==> config.mk <==
export PLATFORM = sky130hd
export DESIGN_NAME = spi_slave_rx
export DESIGN_NICKNAME = d
export VERILOG_FILES = /design/src/rtl/spi_slave_rx_pkg.sv /design/src/rtl/spi_slave_rx_sync_edge.sv /design/src/rtl/spi_slave_rx.sv
export SDC_FILE = /design/constraint.sdc
export NUM_CORES = 1
export LEC_CHECK = 0
export BUFFER_PORTS_ARGS = -buffer_cell sky130_fd_sc_hd__buf_2
export CAP_MARGIN = 5
export CORE_MARGIN = 4
export CORE_UTILIZATION = 55
export DETAILED_ROUTE_END_ITERATION = 8
export PLACE_DENSITY = 0.81
export REMOVE_ABC_BUFFERS = 1
export SYNTH_ARGS = -nofsm -noshare
export SYNTH_HDL_FRONTEND = slang
export SYNTH_SLANG_ARGS = --single-unit
export TNS_END_PERCENT = 30
==> constraint.sdc <==
create_clock -name clk -period 2.1 [get_ports clk]
set_clock_uncertainty 0.1 [all_clocks]
set_input_delay 0.105 -clock clk [delete_from_list [all_inputs] [get_ports clk]]
set_output_delay 0.105 -clock clk [all_outputs]
set_load 0.05 [all_outputs]
==> src/rtl/spi_slave_rx_pkg.sv <==
// -----------------------------------------------------------------------------
// spi_slave_rx_pkg
// Definitions shared by the SPI responder, the baud SCK generator and the
// future SPI master: SPI mode encodings, byte width, the default dummy byte
// and the responder state encoding.
// No ports (package).
// -----------------------------------------------------------------------------
package spi_slave_rx_pkg;

  localparam int SPI_BYTE_W = 8;

  typedef logic [SPI_BYTE_W-1:0] spi_byte_t;

  // CPOL: level of SCK while the bus is idle.
  localparam bit SPI_CPOL_IDLE_LOW = 1'b0;

  // CPHA: which SCK edge the receiver samples on.
  localparam bit SPI_CPHA_LEAD  = 1'b0;
  localparam bit SPI_CPHA_TRAIL = 1'b1;

  // Byte shifted out when the transmit holding register is empty.
  localparam spi_byte_t SPI_DUMMY_DEFAULT = 8'h00;

  typedef enum logic {
    SPI_IDLE   = 1'b0,
    SPI_ACTIVE = 1'b1
  } spi_state_t;

endpackage

==> src/rtl/spi_slave_rx_sync_edge.sv <==
// -----------------------------------------------------------------------------
// spi_slave_rx_sync_edge
// STAGES-deep synchronizer for one asynchronous input, followed by an edge
// detector that compares the last synchronized sample with the one before it.
// A pin change shows up on rise/fall after STAGES clk edges, so logic that
// registers on those pulses reacts STAGES+1 clk after the pin.
//
// Ports:
//   clk   in   system clock
//   rst   in   asynchronous active-high reset
//   din   in   asynchronous input pin
//   level out  synchronized level
//   rise  out  one-cycle pulse on a synchronized 0->1 transition
//   fall  out  one-cycle pulse on a synchronized 1->0 transition
// -----------------------------------------------------------------------------
module spi_slave_rx_sync_edge #(
  parameter int   STAGES    = 2,
  parameter logic RESET_VAL = 1'b0
) (
  input  logic clk,
  input  logic rst,
  input  logic din,
  output logic level,
  output logic rise,
  output logic fall
);

  logic [STAGES-1:0] sync_q;
  logic              prev_q;

  // The chain and the history flop reset to the pin's idle level so that
  // leaving reset never produces a spurious edge pulse.
  always_ff @(posedge clk or posedge rst) begin
    if (rst) begin
      sync_q <= {STAGES{RESET_VAL}};
      prev_q <= RESET_VAL;
    end else begin
      sync_q <= {sync_q[STAGES-2:0], din};
      prev_q <= sync_q[STAGES-1];
    end
  end

  assign level = sync_q[STAGES-1];
  assign rise  = level & ~prev_q;
  assign fall  = ~level & prev_q;

endmodule

==> src/rtl/spi_slave_rx.sv <==
// -----------------------------------------------------------------------------
// spi_slave_rx
// SPI responder. SCK, CS_N and MOSI are oversampled in the clk domain; bytes
// are shifted in on sample edges and shifted out on shift edges. Each received
// byte is presented on rx_data with a one-cycle rx_valid pulse. Transmit bytes
// enter through a one-entry holding register with a valid/ready handshake;
// when the register is empty at a load point, DUMMY is sent and underrun
// pulses for one clk.
//
// Build option: define SPI_SLAVE_LSB_FIRST_EN to shift both directions
// LSB-first. Default build is MSB-first.
//
// Parameters: CPOL (SCK idle level), CPHA (0 = sample on leading edge,
//   1 = sample on trailing edge), DUMMY (underrun byte), SYNC_STAGES (2..3).
//
// Ports:
//   clk, rst        system clock, asynchronous active-high reset
//   sck, cs_n, mosi SPI pins from the master (asynchronous to clk)
//   miso, miso_oe   SPI data out and its pad enable (high while selected)
//   tx_data/valid   byte offered for transmission
//   tx_ready        holding register empty
//   rx_data/valid   last received byte and its one-cycle update pulse
//   underrun        one-cycle pulse when DUMMY was loaded
//   busy            synchronized cs_n asserted
// -----------------------------------------------------------------------------
module spi_slave_rx
  import spi_slave_rx_pkg::*;
#(
  parameter bit        CPOL        = SPI_CPOL_IDLE_LOW,
  parameter bit        CPHA        = SPI_CPHA_LEAD,
  parameter spi_byte_t DUMMY       = SPI_DUMMY_DEFAULT,
  parameter int        SYNC_STAGES = 2
) (
  input  logic       clk,
  input  logic       rst,
  input  logic       sck,
  input  logic       cs_n,
  input  logic       mosi,
  output logic       miso,
  output logic       miso_oe,
  input  logic [7:0] tx_data,
  input  logic       tx_valid,
  output logic       tx_ready,
  output logic [7:0] rx_data,
  output logic       rx_valid,
  output logic       underrun,
  output logic       busy
);

  logic sck_level, sck_rise, sck_fall;
  logic cs_level, cs_rise, cs_fall;
  logic [SYNC_STAGES-1:0] mosi_sync;
  logic mosi_s;

  spi_state_t state;
  spi_byte_t  tx_sr;
  spi_byte_t  hold_q;
  logic       hold_full;
  logic [6:0] rx_sr;
  logic [2:0] bit_cnt;

  logic lead_edge, trail_edge, sample_edge, shift_edge, load_now;
  spi_byte_t rx_byte, tx_shifted;
  logic [6:0] rx_next;

  spi_slave_rx_sync_edge #(
    .STAGES    (SYNC_STAGES),
    .RESET_VAL (CPOL)
  ) u_sck_sync (
    .clk   (clk),
    .rst   (rst),
    .din   (sck),
    .level (sck_level),
    .rise  (sck_rise),
    .fall  (sck_fall)
  );

  spi_slave_rx_sync_edge #(
    .STAGES    (SYNC_STAGES),
    .RESET_VAL (1'b1)
  ) u_cs_sync (
    .clk   (clk),
    .rst   (rst),
    .din   (cs_n),
    .level (cs_level),
    .rise  (cs_rise),
    .fall  (cs_fall)
  );

  // MOSI only needs the same synchronizer depth as SCK so that the data
  // sample lines up with the detected clock edge; no edge detection.
  always_ff @(posedge clk or posedge rst) begin
    if (rst) begin
      mosi_sync <= '0;
    end else begin
      mosi_sync <= {mosi_sync[SYNC_STAGES-2:0], mosi};
    end
  end

  assign mosi_s = mosi_sync[SYNC_STAGES-1];

  // Classify SCK edges: an edge that leaves the idle level is the leading
  // edge, one that returns to it is the trailing edge. A load point is the
  // shift edge that starts a byte (counter at 0); with CPHA=0 the first byte
  // of a frame is instead loaded when chip select falls.
  always_comb begin
    lead_edge   = (sck_rise | sck_fall) & (sck_level != CPOL);
    trail_edge  = (sck_rise | sck_fall) & (sck_level == CPOL);
    sample_edge = (CPHA == SPI_CPHA_TRAIL) ? trail_edge : lead_edge;
    shift_edge  = (CPHA == SPI_CPHA_TRAIL) ? lead_edge : trail_edge;
    load_now    = ((state == SPI_ACTIVE) && !cs_rise && shift_edge && (bit_cnt == 3'd0)) ||
                  ((state == SPI_IDLE) && cs_fall && (CPHA == SPI_CPHA_LEAD));
  end

  // Bit ordering. rx_sr keeps only the 7 bits already received; the 8th bit
  // is taken straight from the synchronizer when the byte completes.
`ifdef SPI_SLAVE_LSB_FIRST_EN
  assign rx_byte    = {mosi_s, rx_sr};
  assign rx_next    = rx_byte[7:1];
  assign tx_shifted = {1'b0, tx_sr[7:1]};
  assign miso       = (state == SPI_ACTIVE) ? tx_sr[0] : 1'b0;
`else
  assign rx_byte    = {rx_sr, mosi_s};
  assign rx_next    = rx_byte[6:0];
  assign tx_shifted = {tx_sr[6:0], 1'b0};
  assign miso       = (state == SPI_ACTIVE) ? tx_sr[7] : 1'b0;
`endif

  assign miso_oe  = (state == SPI_ACTIVE);
  assign tx_ready = ~hold_full;
  assign busy     = ~cs_level;

  // Responder state machine, holding register and shift registers. A write
  // and a consume of the holding register are mutually exclusive because a
  // write needs it empty and a consume from it needs it full. Chip select
  // rising abandons any partial byte but leaves the holding register intact.
  always_ff @(posedge clk or posedge rst) begin
    if (rst) begin
      state     <= SPI_IDLE;
      tx_sr     <= '0;
      hold_q    <= '0;
      hold_full <= 1'b0;
      rx_sr     <= '0;
      bit_cnt   <= '0;
      rx_data   <= '0;
      rx_valid  <= 1'b0;
      underrun  <= 1'b0;
    end else begin
      rx_valid <= 1'b0;
      underrun <= 1'b0;

      if (tx_valid && !hold_full) begin
        hold_q    <= tx_data;
        hold_full <= 1'b1;
      end

      if (load_now) begin
        if (hold_full) begin
          tx_sr     <= hold_q;
          hold_full <= 1'b0;
        end else begin
          tx_sr    <= DUMMY;
          underrun <= 1'b1;
        end
      end

      case (state)
        SPI_IDLE: begin
          bit_cnt <= '0;
          if (cs_fall) begin
            state <= SPI_ACTIVE;
          end
        end
        SPI_ACTIVE: begin
          if (cs_rise) begin
            state   <= SPI_IDLE;
            bit_cnt <= '0;
          end else begin
            if (sample_edge) begin
              rx_sr   <= rx_next;
              bit_cnt <= bit_cnt + 3'd1;
              if (bit_cnt == 3'd7) begin
                rx_data  <= rx_byte;
                rx_valid <= 1'b1;
              end
            end
            if (shift_edge && (bit_cnt != 3'd0)) begin
              tx_sr <= tx_shifted;
            end
          end
        end
        default: state <= SPI_IDLE;
      endcase
    end
  end

endmodule

==> run metrics, run 1 <==
status finished, final reports clean; crit path max fanout 15; IO buf count 27; pre-CTS setup slack 0.281 ns; RR Endpoint tx_sr[3]; Worst EP required 2.24 ns; Pre-Repair DR Iteration Count 4; flop2flop setup slack 0.19 ns; Die Y 66.5 µm; Post-Layout Inst Area 2290 µm²; Final Max Slew Viols 0; H-Tree Depth 2; Ant. Diodes 0; antenna-violating nets left 0; Cell Pwr Density 1060 nW/µm²; Synth warnings 0; Residual DRC 0; VDD IR max 0.516 mV; clk root buf clkbuf_4; Hold/Removal Path Class in2reg; most frequent cells in the layout dfrtp_1, buf_2, mux2_2; Clock power frac 28.0%; hold_ws 0.113 ns; MaxCap Viol Count 0; Worst setup SP type flip-flop; grt ovf 0; Post-CTS Setup Inserts 0; commonest non-fill, non-tap cell in the layout dfrtp_1; first-pass GRT wire length 5870 µm; gr usage total 18.1%; placer congestion estimate 0.820; setup TNS 0 ns; nets 199; Vias/cell 5.27; Netlist Area Pre-Place 1880 µm²; clk sinks 46; vias in the first global route 1268; overall die area 4420 µm²; leakage power 1.14 nW; DRT Wirelength 3260 µm; fmax 524 MHz; critical path startpoint u_cs_sync.prev_q; area delta synth->final 22.0%; Yosys top cell by area dfrtp_1; antenna violations before repair 0; period utilisation layout 90.9%; Seq pwr share 52.7%; Row Count 20; slew margin rel. 57.2%; top cell type's share of synthesized area 57.3%; Reg2Reg Depth 4; post-synthesis cell count 139; Vias 1197; crit path kind reg2reg; Fin. Hold Viols 0; IO Count 28; Placed Area 2060 µm²; CTS Buf Count 5; Post-DP HPWL 2210 µm; crit path to tx_sr[3]; crit path time final 1.91 ns; Seq cells post-synth 46; Worst Tran Pin Value 0.642 ns; final setup violation count 0; largest net degree at the start of global routing 32; Psw 0.000682 W; post-synthesis sequential area ratio 61.5%; CORE AREA 3150 µm²; CTS tree yes; worst skew pair latency 0.38 ns; internal power 0.00176 W; Worst Setup Slack, final 0.190 ns; per-cell routed wire length 14.3 µm; Starting Density 59.6%; synth top area cells dfrtp_1, mux2_2, dfstp_2, nor2_1, a31oi_1; post-synth cell types 29; crit end category flip-flop; Die Width 66.5 µm; Switching Fraction 27.9%; ratio of cells with drive above 1 in the final layout 38.3%; Clock Path Buffers 2; Worst Path Arrival 2.05 ns; Comb pwr share 19.3%; RSZ-0062 raised after global routing no; # fillers 213; mean post-synth cell area 13.5 µm²; clock slew at reported path FFs 0.15 ns; RR Startpoint u_cs_sync.prev_q; drt initial violations 52
-- kinds of logic (layout without fill, tap and decap cells) --
| group | Yosys count | count (layout) | synth area share, % |
|---|---|---|---|
| compound gates | 13 | 13 | 6.26 |
| buf+inv | 13 | 57 | 3.66 |
| flops | 46 | 46 | 61.5 |
| xor+xnor | 1 | 1 | 0.466 |
| mux | 24 | 24 | 14.3 |
| simple gates | 38 | 38 | 11.3 |
| fa+ha+maj | 4 | 4 | 2.53 |
-- power by group through the flow --
stage	logic, W	registers, W	clock network [W]
floorplan	0.000348	0.00126	0
global placement	0.000431	0.00129	0
detailed placement	0.000457	0.00130	0
CTS	0.000481	0.00129	0.000690
global route	0.000523	0.00132	0.000742
finish	0.000471	0.00129	0.000684
-- worst min path at each step --
stage                                      to  cells after the start  slack, ns     start
final                               hold_full                      4       0.11  tx_valid
after global routing                hold_full                      4       0.12  tx_valid
after CTS                           hold_full                      4       0.12  tx_valid
after detailed placement           rx_data[1]                      2       0.11       rst
after global placement             rx_data[1]                      2       0.09       rst
after floorplan           u_cs_sync.sync_q[0]                      0      0.009      cs_n
-- worst max-delay path: stages (launching register included) --
cell,delay [ns]
dfstp_2,0.56
nand2b_1,0.35
o2111ai_2,0.44
nor2_1,0.26
a31oi_1,0.07
-- layer usage --
layer | vias up | GRT usage, % | part of all wire [%]
li1 | 560 | - | -
met1 | 599 | 22.2 | 43
met2 | 33 | 30.0 | 50
met3 | 5 | 6.41 | 5.0
met4 | 0 | 5.33 | 1.0
met5 | - | 0 | 0
-- timing repair --
| item | 4_1_cts | 5_1_grt |
|---|---|---|
| endpoints found under the hold margin | 23 | 0 |
| resized for setup | 0 | 0 |
| hold buffers | 12 | 0 |
-- synthesized netlist by cell type --
cell type and count:
clkbuf_1 1, nand4_4 1, a21o_1 1, and4bb_1 1
nor2b_1 3, nand2b_1 1, a31o_4 1, buf_6 1
o2111ai_2 1, a31oi_1 7, ha_1 3, buf_2 1
dfstp_2 3, mux2_2 23, nand3_1 8, mux2i_1 1
nand2_1 9, maj3_1 1, a21boi_1 1, and2_1 1
dfrtp_1 43, inv_1 7, a31oi_4 1, xnor2_1 1
a21oi_1 1, nor2_1 12, buf_4 3, nor3b_4 1
nand3_2 1
-- area by class of cell --
| cell class | instances | area (µm²) | area share, % |
|---|---|---|---|
| flip-flops and latches | 46 | 1150 | 50.4 |
| multi-input cells | 80 | 656 | 28.6 |
| repair buffers | 42 | 290 | 12.7 |
| clock inverters | 2 | 60.1 | 2.62 |
| well taps | 44 | 55.1 | 2.40 |
| clock buffers | 6 | 51.3 | 2.24 |
| inverters | 7 | 26.3 | 1.15 |
-- per-stage QoR --
step,utilization (%),instances,total power (W)
after floorplan,-,133,0.00161
after global placement,65.4,207,0.00172
after detailed placement,65.4,207,0.00176
after CTS,72.7,227,0.00246
after global routing,72.7,227,0.00258
final,72.7,227,0.00244
-- flip-flops by register name, indices dropped and copies added, names as in the netlist --
name and count:
rx_valid 1, mosi_sync 2, rx_sr 7, underrun 1, tx_sr 8, hold_q 8, bit_cnt 3, u_sck_sync.prev_q 1
u_cs_sync.prev_q 1, rx_data 8, u_cs_sync.sync_q 2, hold_full 1, miso_oe 1, u_sck_sync.sync_q 2
Power figures use the tool's default switching activity.
==> run 2, diff against run 1 <==
Settings changed: BUFFER_PORTS_ARGS -buffer_cell sky130_fd_sc_hd__buf_2 to default, DONT_BUFFER_PORTS from default to 1, PLACE_DENSITY 0.81 to 0.74.
==> run metrics, run 2 (synthesis results as in run 1) <==
CTS tree yes; post-CTS sizing 0 (unchanged); Hold Buf Count CTS 12 (unchanged); ratio of cells with drive above 1 in the final layout 28.5% (-9.8 points); gr usage total 17.1% (-1.0 points); IO buf count 0 (-100%); placer congestion estimate 0.790 (-3.6%); crit path max fanout 15 (unchanged); final setup violation count 0 (unchanged); slew margin rel. 60.7% (+3.5 points); crit path time final 1.82 ns (-0.0893 ns); leakage power 1.00 nW (-12%); crit end category flip-flop; area delta synth->final 13.9%; Hold Path Depth 3 (-1); worst-path cell chain nand2b_1 > o2111ai_2 > nor2_1 > a31oi_1; Largest regs hold_q: 8 flops, rx_data: 8 flops, tx_sr: 8 flops; Cell Pwr Density 1050 nW/µm² (-1.8%); Vias/cell 5.45 (+3.3%); VDD IR max 0.582 mV (+13%); Worst EP required 2.23 ns (about the same); Die Width 66.5 µm (unchanged); H-Tree Depth 2 (unchanged); IO Count 28 (unchanged); clock slew at reported path FFs 0.13 ns (-0.02 ns); MaxCap Viol Count 0 (unchanged); per-cell routed wire length 15.5 µm (+8.2%); Fin. Hold Viols 0 (unchanged); RSZ-0062 raised after global routing no; Post-DP HPWL 2080 µm (-5.9%); Worst Tran Pin Value 0.589 ns (-0.0532 ns); Die Y 66.5 µm (unchanged); Post-CTS Setup Inserts 0 (unchanged); period utilisation layout 86.7% (-4.3 points); Finished Core Util 67.9% (-4.8 points); crit path kind reg2reg; Ant. Diodes 0 (unchanged); crit path max-delay cell type dfstp_2; overall die area 4420 µm² (unchanged); clk sinks 46 (unchanged); Finished Layout Cells 202 (-11%); worst skew pair latency 0.36 ns (-0.02 ns); Hold/Removal Path Class in2reg; largest net degree at the start of global routing 47 (+47%); CORE AREA 3150 µm² (unchanged); first-pass GRT wire length 5480 µm (-6.7%); Clock Path Buffers 2 (unchanged); vias in the first global route 1177 (-7.2%); DRT Wirelength 3140 µm (-3.7%); grt ovf 0 (unchanged); # fillers 237 (+11%); Worst Path Arrival 1.95 ns (-0.10 ns); flop2flop setup slack 0.28 ns (+0.09 ns); antenna violations before repair 0 (unchanged); Post-Place Cells 182 (-12%); Row Count 20 (unchanged); status finished, final reports clean; clk root buf clkbuf_4; Residual DRC 0 (unchanged); CTS Buf Count 5 (unchanged); Reg2Reg Depth 4 (unchanged); Worst setup SP type flip-flop; most frequent cells in the layout dfrtp_1, mux2_2, nor2_1, dlygate4sd3_1, nand2_1; fmax 549 MHz (+4.9%); CP peak stage delay 0.55 ns (about the same); drt initial violations 68 (+31%); Starting Density 59.6% (unchanged); commonest non-fill, non-tap cell in the layout dfrtp_1; nets 174 (-13%); antenna-violating nets left 0 (unchanged); Pre-Repair DR Iteration Count 4 (unchanged); Vias 1100 (-8.1%); Final Max Slew Viols 0 (unchanged); setup TNS 0 ns (unchanged)
-- run 2: cell types whose count changed in the layout (fill, tap and decap cells not counted), sizes merged --
cell    before  now
buf         30    5
bufinv       2    0
clkbuf       6    8
clkinv       0    1
inv          7    6
-- run 2: critical path, delay by kind of cell (launching register included) --
family	cells	cell delay, ns
DFF	1	0.55
and+or+nand+nor	2	0.57
AOI/OAI and AO/OA	2	0.47
-- run 2: through the flow --
| stage | power [W] | hold WS [ns] | area, µm² | setup slack, ns |
|---|---|---|---|---|
| 6_report | 0.00224 | 0.0807 | 2140 | 0.280 |
| 4_1_cts | 0.00226 | 0.0793 | 2140 | 0.287 |
| 2_1_floorplan | 0.00161 | 0.00948 | 1840 | 0.304 |
| 3_5_place_dp | 0.00174 | -0.0418 | 1940 | 0.301 |
| 3_3_place_gp | 0.00171 | -0.0528 | 1940 | 0.372 |
| 5_1_grt | 0.00237 | 0.0838 | 2140 | 0.133 |
-- run 2: report_power, final --
part           switching, W  total (W)  internal [W]
combinational      0.000215   0.000441      0.000226
sequential         0.000178    0.00130       0.00112
clock              0.000273   0.000502      0.000229
-- run 2: final cells by class --
type                            instances  area, µm²  share of cell area, %
Sequential cell                        46       1150                   53.9
Inverter                                7       26.3                   1.23
Clock buffer                            8       78.8                   3.68
Tap cell                               44       55.1                   2.57
Timing Repair Buffer                   17        170                   7.95
Multi-Input combinational cell         80        656                   30.6
-- run 2: final timing paths --
check,start,to
setup / recovery,u_cs_sync.prev_q,tx_sr[2]
hold / removal,tx_valid,hold_full
setup reg to reg,u_cs_sync.prev_q,tx_sr[2]
hold reg to reg,u_sck_sync.sync_q[0],u_sck_sync.sync_q[1]
max in group asynchronous,rst,u_cs_sync.prev_q
min in group asynchronous,rst,hold_q[0]
-- run 2: layer usage --
layer	wire length, µm	share of wire, %	vias up	track usage, %
met5	0	0	-	0
met4	39	1.2	0	9.90
met3	170	5.4	6	5.06
met2	1600	51	34	28.1
met1	1330	42	546	19.5
li1	-	-	514	-
